[src/rtl/tank_move_ctrl_if.sv]
// Per-tank control/status bundle between the frame logic and one tank_move_ctrl.
// Master drives frame timing, keys and collisions; slave returns the tank pose.
interface tank_move_ctrl_if;
    logic        startOfFrame;
    logic        collision;
    logic [3:0]  inputKeyPressed;
    logic        enable;
    logic [10:0] topLeftX;
    logic [10:0] topLeftY;
    logic [1:0]  direction;
    logic        moving;
    logic        blocked;

    modport master (
        output startOfFrame, collision, inputKeyPressed, enable,
        input  topLeftX, topLeftY, direction, moving, blocked
    );

    modport slave (
        input  startOfFrame, collision, inputKeyPressed, enable,
        output topLeftX, topLeftY, direction, moving, blocked
    );
endinterface

[src/rtl/tank_move_ctrl.sv]
// BattleCity tank mover: single-axis fixed-point motion with turn snapping,
// playfield clamping and collision rollback that blocks until the player turns.
module tank_move_ctrl #(
    parameter int INITIAL_X   = 280,
    parameter int INITIAL_Y   = 185,
    parameter int INITIAL_DIR = 0,
    parameter int SPEED       = 20,
    parameter int FRAC_BITS   = 6,
    parameter int OBJ_WIDTH   = 32,
    parameter int OBJ_HEIGHT  = 32,
    parameter int X_MIN       = 0,
    parameter int X_MAX       = 639,
    parameter int Y_MIN       = 0,
    parameter int Y_MAX       = 479,
    parameter int GRID_BITS   = 3
) (
    input logic             clk,
    input logic             resetN,
    tank_move_ctrl_if.slave bus
);

    localparam int W    = 11 + FRAC_BITS + 1;
    localparam int HALF = (1 << GRID_BITS) >> 1;

    typedef logic signed [W-1:0] fix_t;
    typedef enum logic [1:0] {DIR_UP = 2'd0, DIR_DOWN = 2'd1, DIR_LEFT = 2'd2, DIR_RIGHT = 2'd3} dir_t;
    typedef enum logic [1:0] {ST_IDLE, ST_MOVING, ST_BLOCKED} state_t;

    localparam fix_t X_LO   = fix_t'(X_MIN << FRAC_BITS);
    localparam fix_t X_HI   = fix_t'((X_MAX - OBJ_WIDTH + 1) << FRAC_BITS);
    localparam fix_t Y_LO   = fix_t'(Y_MIN << FRAC_BITS);
    localparam fix_t Y_HI   = fix_t'((Y_MAX - OBJ_HEIGHT + 1) << FRAC_BITS);
    localparam fix_t X_INIT = fix_t'(INITIAL_X << FRAC_BITS);
    localparam fix_t Y_INIT = fix_t'(INITIAL_Y << FRAC_BITS);
    localparam fix_t STEP   = fix_t'(SPEED);
    localparam dir_t D_INIT = dir_t'(2'(INITIAL_DIR));

    function automatic fix_t clamp(input fix_t v, input fix_t lo, input fix_t hi);
        if (v < lo)      return lo;
        else if (v > hi) return hi;
        else             return v;
    endfunction

    // Round the integer pixel part to the nearest grid line (half up), drop the fraction.
    function automatic fix_t snap(input fix_t v);
        fix_t ip;
        if (GRID_BITS == 0) return v;
        ip = (v >>> FRAC_BITS) + fix_t'(HALF);
        ip = (ip >>> GRID_BITS) <<< GRID_BITS;
        return ip <<< FRAC_BITS;
    endfunction

    state_t state, nx_state;
    dir_t   dir, nx_dir, bdir, nx_bdir, want_dir;
    fix_t   pos_x, pos_y, prev_x, prev_y;
    fix_t   nx_x, nx_y, nx_px, nx_py, snap_x, snap_y;
    logic   moving_q, nx_moving, coll_latch;
    logic   cur_held, want_valid, turn;

    wire [3:0] keys = bus.inputKeyPressed;

    // Keep the current heading while its key is held; otherwise fixed priority.
    always_comb begin
        // NOTE: every combinational output gets a default first so no path can infer a latch.
        cur_held = 1'b0;
        case (dir)
            DIR_UP:    cur_held = keys[1];
            DIR_DOWN:  cur_held = keys[0];
            DIR_LEFT:  cur_held = keys[2];
            DIR_RIGHT: cur_held = keys[3];
            default:   cur_held = 1'b0;
        endcase
        want_valid = |keys;
        want_dir   = dir;
        if (!cur_held) begin
            if (keys[1])      want_dir = DIR_UP;
            else if (keys[0]) want_dir = DIR_DOWN;
            else if (keys[2]) want_dir = DIR_LEFT;
            else if (keys[3]) want_dir = DIR_RIGHT;
        end
    end

    always_comb begin
        nx_state  = state;
        nx_dir    = dir;
        nx_bdir   = bdir;
        nx_x      = pos_x;
        nx_y      = pos_y;
        nx_px     = prev_x;
        nx_py     = prev_y;
        nx_moving = moving_q;
        snap_x    = pos_x;
        snap_y    = pos_y;
        turn      = (want_dir[1] != dir[1]);

        if ((coll_latch || bus.collision) && state == ST_MOVING) begin
            nx_x      = prev_x;
            nx_y      = prev_y;
            nx_state  = ST_BLOCKED;
            nx_bdir   = dir;
            nx_moving = 1'b0;
        end else if (!bus.enable) begin
            nx_moving = 1'b0;
        end else if (!want_valid) begin
            nx_state  = ST_IDLE;
            nx_moving = 1'b0;
        end else if (state == ST_BLOCKED && want_dir == bdir) begin
            nx_moving = 1'b0;
        end else begin
            // A turn re-aligns the coordinate we stop moving along onto the grid.
            if (turn) begin
                if (want_dir[1]) snap_y = clamp(snap(pos_y), Y_LO, Y_HI);
                else             snap_x = clamp(snap(pos_x), X_LO, X_HI);
            end
            nx_px = snap_x;
            nx_py = snap_y;
            nx_x  = snap_x;
            nx_y  = snap_y;
            case (want_dir)
                DIR_UP:    nx_y = clamp(snap_y - STEP, Y_LO, Y_HI);
                DIR_DOWN:  nx_y = clamp(snap_y + STEP, Y_LO, Y_HI);
                DIR_LEFT:  nx_x = clamp(snap_x - STEP, X_LO, X_HI);
                DIR_RIGHT: nx_x = clamp(snap_x + STEP, X_LO, X_HI);
                default:   nx_x = snap_x;
            endcase
            nx_dir    = want_dir;
            nx_state  = ST_MOVING;
            nx_moving = 1'b1;
        end
    end

    // NOTE: sequential state uses non-blocking assignments so all registers update together.
    always_ff @(posedge clk or negedge resetN) begin
        if (!resetN)               state <= ST_IDLE;
        else if (bus.startOfFrame) state <= nx_state;
    end

    always_ff @(posedge clk or negedge resetN) begin
        if (!resetN) begin
            pos_x      <= X_INIT;
            pos_y      <= Y_INIT;
            prev_x     <= X_INIT;
            prev_y     <= Y_INIT;
            dir        <= D_INIT;
            bdir       <= D_INIT;
            moving_q   <= 1'b0;
            coll_latch <= 1'b0;
        end else if (bus.startOfFrame) begin
            pos_x      <= nx_x;
            pos_y      <= nx_y;
            prev_x     <= nx_px;
            prev_y     <= nx_py;
            dir        <= nx_dir;
            bdir       <= nx_bdir;
            moving_q   <= nx_moving;
            coll_latch <= 1'b0;
        end else if (bus.collision) begin
            coll_latch <= 1'b1;
        end
    end

    assign bus.topLeftX  = pos_x[FRAC_BITS +: 11];
    assign bus.topLeftY  = pos_y[FRAC_BITS +: 11];
    assign bus.direction = dir;
    assign bus.moving    = moving_q;
    assign bus.blocked   = (state == ST_BLOCKED);

endmodule

[src/flat_wrapper.sv]
// flat-port wrapper written by rule: the top's interface ports become plain ports
module tank_move_ctrl_flat 
#(
    parameter int INITIAL_X   = 280,
    parameter int INITIAL_Y   = 185,
    parameter int INITIAL_DIR = 0,
    parameter int SPEED       = 20,
    parameter int FRAC_BITS   = 6,
    parameter int OBJ_WIDTH   = 32,
    parameter int OBJ_HEIGHT  = 32,
    parameter int X_MIN       = 0,
    parameter int X_MAX       = 639,
    parameter int Y_MIN       = 0,
    parameter int Y_MAX       = 479,
    parameter int GRID_BITS   = 3
)
  (clk, resetN, bus_startOfFrame, bus_collision, bus_inputKeyPressed, bus_enable, bus_topLeftX, bus_topLeftY, bus_direction, bus_moving, bus_blocked);
  tank_move_ctrl_if bus_i ();
  input logic clk;
  input logic resetN;
  input wire logic [$bits(bus_i.startOfFrame)-1:0] bus_startOfFrame;
  input wire logic [$bits(bus_i.collision)-1:0] bus_collision;
  input wire logic [$bits(bus_i.inputKeyPressed)-1:0] bus_inputKeyPressed;
  input wire logic [$bits(bus_i.enable)-1:0] bus_enable;
  output wire logic [$bits(bus_i.topLeftX)-1:0] bus_topLeftX;
  output wire logic [$bits(bus_i.topLeftY)-1:0] bus_topLeftY;
  output wire logic [$bits(bus_i.direction)-1:0] bus_direction;
  output wire logic [$bits(bus_i.moving)-1:0] bus_moving;
  output wire logic [$bits(bus_i.blocked)-1:0] bus_blocked;
  assign bus_i.startOfFrame = bus_startOfFrame;
  assign bus_i.collision = bus_collision;
  assign bus_i.inputKeyPressed = bus_inputKeyPressed;
  assign bus_i.enable = bus_enable;
  assign bus_topLeftX = bus_i.topLeftX;
  assign bus_topLeftY = bus_i.topLeftY;
  assign bus_direction = bus_i.direction;
  assign bus_moving = bus_i.moving;
  assign bus_blocked = bus_i.blocked;
  tank_move_ctrl #(.INITIAL_X(INITIAL_X), .INITIAL_Y(INITIAL_Y), .INITIAL_DIR(INITIAL_DIR), .SPEED(SPEED), .FRAC_BITS(FRAC_BITS), .OBJ_WIDTH(OBJ_WIDTH), .OBJ_HEIGHT(OBJ_HEIGHT), .X_MIN(X_MIN), .X_MAX(X_MAX), .Y_MIN(Y_MIN), .Y_MAX(Y_MAX), .GRID_BITS(GRID_BITS)) u_core (.clk(clk), .resetN(resetN), .bus(bus_i));
endmodule
[config.mk]
export PLATFORM = sky130hd
export DESIGN_NAME = tank_move_ctrl_flat
export DESIGN_NICKNAME = d
export VERILOG_FILES = /design/src/rtl/tank_move_ctrl_if.sv /design/src/rtl/tank_move_ctrl.sv /design/src/flat_wrapper.sv
export SDC_FILE = /design/constraint.sdc
export NUM_CORES = 1
export LEC_CHECK = 0
export ABC_CLOCK_PERIOD_IN_PS = 5800
export BUFFER_PORTS_ARGS = -buffer_cell sky130_fd_sc_hd__buf_4
export CAP_MARGIN = 25
export CORE_MARGIN = 5
export CORE_UTILIZATION = 45
export DETAILED_ROUTE_END_ITERATION = 16
export PLACE_DENSITY_LB_ADDON = 0.08
export SETUP_SLACK_MARGIN = 0.3
export SLEW_MARGIN = 10
export SYNTH_ARGS = -nofsm -noshare
export SYNTH_HDL_FRONTEND = slang
export SYNTH_SLANG_ARGS = --single-unit
export TNS_END_PERCENT = 5
[constraint.sdc]
create_clock -name clk -period 5.8 [get_ports clk]
set_input_delay 0.29 -clock clk [delete_from_list [all_inputs] [get_ports clk]]
set_output_delay 0.29 -clock clk [all_outputs]
set_load 0.1 [all_outputs]
==> impl_metrics.env <==
export IMPL_htree_levels=3
export IMPL_wirelength_um=23830
export IMPL_clockBufferDepth=2
export IMPL_clkSinkCount=80
export IMPL_synth_fa_ha_area_frac=0.01371
export IMPL_slowest_delay_ns=0.82
export IMPL_io_buffers=34
export IMPL_numCtsBuffers=9
export IMPL_cts_tree="yes"
export IMPL_fin_setup_tns_ns=0
export IMPL_dp_hpwl_um=16620
export IMPL_via_count=7380
export IMPL_synthToLayoutAreaGrowth_pct=6.717
export IMPL_die_y_um=137.4
export IMPL_avgSynthCellArea_um2=7.536
export IMPL_p_leak_nw=3.086
export IMPL_peakVddDrop_v=0.0002448
export IMPL_required_ns=6.08
export IMPL_r2r_end="u_core.pos_y[10]"
export IMPL_worst_path_max_fanout=8
export IMPL_insertion_delay_ns=0.37
export IMPL_initial_core_util=0.4597
export IMPL_yosys_cell_types_count=91
export IMPL_wl_per_cell_um=20.56
export IMPL_worst_path_max_delay_cell="a2111oi_0"
export IMPL_fmax_mhz=199.0
export IMPL_place_congestion=0.9975
export IMPL_top_usage_layer="met2"
export IMPL_cp_arrival_ns=5.30
export IMPL_tightest_slew_ns=0.9385
export IMPL_rsz0062_at_grt="false"
export IMPL_synth_edf_count=0
export IMPL_seq_area_frac_synth=0.2769
export IMPL_hold_depth=2
export IMPL_rr_startpoint="u_core.bus.direction[1]"
export IMPL_period_minus_slack_ns=5.024
export IMPL_path_clk_slew_ns=0.07
export IMPL_power_density_nw_per_um2=640.0
export IMPL_grt_util_all_layers=0.2586
export IMPL_hold_viol_final=0
export IMPL_layout_common_cells="142 x nand2_1, 93 x o21ai_0, 75 x nor2_1"
export IMPL_dieArea_um2=18870
export IMPL_synthTopCellsByArea="dfrtp_1 22%, nand2_1 7.4%, o21ai_0 6.4%"
export IMPL_n_antenna_cell=0
export IMPL_endpoint_kind="flip-flop"
export IMPL_path_common_cell="nand2_1"
export IMPL_yosys_area_top_type="dfrtp_1"
export IMPL_period_share=0.8662
export IMPL_ys_async_sr_fraction=1.000
export IMPL_cp_startpoint="u_core.bus.direction[1]"
export IMPL_met2_usage=0.3937
export IMPL_worst_slack_ns=0.7761
export IMPL_drive_gt1_frac=0.1442
export IMPL_layout_commonest_cell="nand2_1"
export IMPL_pin_count=35
export IMPL_gr_usage_met1=0.3757
export IMPL_synth_compound_area_frac=0.2896
export IMPL_cap_violations=0
export IMPL_met3_usage=0.04529
export IMPL_ant_nets=0
export IMPL_start_kind="flip-flop"
export IMPL_grt_overflow_total=0
export IMPL_drt_first_iter_violations=542
export IMPL_ys_warn_count=0
export IMPL_synth_xor_xnor_area_share=0.04798
export IMPL_r2r_cells=14
export IMPL_grt_pass1_vias=6995
export IMPL_finClkSkew_ns=0.01163
export IMPL_grt_max_degree=71
export IMPL_place_ws_ns=0.9537
export IMPL_antenna_found_initial=0
export IMPL_hold_path_class="in2reg"
export IMPL_critPathBufInv=0
export IMPL_die_w_um=137.4
export IMPL_core_area_um2=15890
export IMPL_synthesis_instances=969
export IMPL_cts_resized_gates=0
export IMPL_synth_simple_gate_area_frac=0.2843
export IMPL_cts_setup_buffers=0
export IMPL_ys_ff_latch=80
export IMPL_synthFlopType="dfrtp_1"
export IMPL_grt_pass1_wl_um=38330
export IMPL_status="finished clean"
export IMPL_synth_area_um2=7302
export IMPL_crit_family="simple AND/OR/NAND/NOR gates"
export IMPL_synth_nets=986
export IMPL_synth_top_area_frac=0.2193
export IMPL_drc_errors=0
export IMPL_hp_start="bus_startOfFrame"
export IMPL_worst_setup_path_type="reg2reg"
export IMPL_cts_root_buffer="clkbuf_16"
export IMPL_placementRows=46
export IMPL_setup_viol_count_final=0
export IMPL_ctsHoldBuffers=1
export IMPL_nets=955
export IMPL_synth_top_family_by_area="compound AO/OA/AOI/OAI gates"
export IMPL_vias_per_cell=6.368
export IMPL_drv_slew=0
export IMPL_reg2reg_slack_ns=0.78
export IMPL_whs_endpoint="u_core.coll_latch"
export IMPL_slew_headroom=0.3720
export IMPL_synth_mux_area_frac=0.01165
export IMPL_dr_pass1_iters=6
export IMPL_cp_cell_sequence="nor3_1 > nand2_1 > nand2_1 > ha_1 > nand2b_1 > nand2_1 > o41ai_1 > nand2_1 > a2111oi_0 > o311a_1 > nor2_1 > nand3_1 > o211ai_1 > a21oi_1"
flip-flops by register name, indices dropped and copies added, names as in the netlist:
register / count
u_core.coll_latch: 1
u_core.bdir: 2
u_core.prev_x: 18
u_core.state: 2
u_core.bus.direction: 2
u_core.pos_y: 18
u_core.pos_x: 18
u_core.prev_y: 18
u_core.bus.moving: 1
synthesized netlist by cell type (11+ instances only):
library cell    n
nand2_1       143
dfrtp_1        64
nand3_1        38
nor2_1         75
clkbuf_1       44
o21ai_0        93
or3_1          20
inv_1          14
a21oi_1        52
dfstp_2        16
buf_2          14
a31oi_1        20
xnor2_1        25
and3_1         13
xor2_1         15
nor3_1         43
nand4_1        11
and2_1         12
buf_4          26
cell families (layout without fill, tap and decap cells):
kind of cell               count (synthesis)  after routing
and+or+nand+nor                          419            419
AOI/OAI and AO/OA                        305            305
xor gates and xnor gates                  40             40
muxes                                      8              8
adders and majority gates                  8              8
buffers and inverters                    109             83
DFF                                       80             80
metal layers:
layer	routed length (um)	up-vias
li1	-	3464
met1	11190	3593
met2	10580	289
met3	1668	34
met4	388	0
met5	0	-
final cells by class:
cell class / count / area (um2)
repair buffers: 52 / 392.9
flip-flops and latches: 80 / 2022
clock inverters: 7 / 86.33
inverters: 15 / 56.30
fillers: 1649 / 8093
well taps: 216 / 270.3
multi-input cells: 780 / 4740
clock buffers: 9 / 225.2
metrics by stage:
step | hold slack, ns | utilization | instances | area (um2) | power, mW
3_5_place_dp | 0.1334 | 0.4703 | 1142 | 7471 | 4.327
5_1_grt | 0.1402 | 0.4905 | 1159 | 7792 | 5.334
3_3_place_gp | 0.1334 | 0.4703 | 1142 | 7471 | 4.291
6_report | 0.1415 | 0.4905 | 1159 | 7792 | 4.987
4_1_cts | 0.1349 | 0.4905 | 1159 | 7792 | 4.953
2_1_floorplan | -0.005591 | - | 969 | 7302 | 3.645
power by group:
part | internal [mW] | switching (mW)
combinational | 0.978 | 2.22
sequential | 0.811 | 0.359
clock | 0.343 | 0.277
worst max path at each step:
| stage | depth (start not counted) | end | slack (ns) |
|---|---|---|---|
| floorplan | 20 | u_core.pos_x[4] | 0.97 |
| global placement | 14 | u_core.pos_y[1] | 1.03 |
| detailed placement | 14 | u_core.pos_y[10] | 0.95 |
| CTS | 14 | u_core.pos_y[10] | 0.90 |
| global route | 14 | u_core.pos_y[0] | 0.51 |
| finish | 14 | u_core.pos_y[10] | 0.78 |
worst register-to-register path, stage by stage (launching register included):
cell and delay, ns:
dfrtp_1 0.49, nor3_1 0.68, nand2_1 0.32, nand2_1 0.25, ha_1 0.27, nand2b_1 0.17
nand2_1 0.12, o41ai_1 0.46, nand2_1 0.29, a2111oi_0 0.82, o311a_1 0.54, nor2_1 0.14
nand3_1 0.12, o211ai_1 0.09, a21oi_1 0.19
No activity file was read; power rests on OpenSTA's default activity.
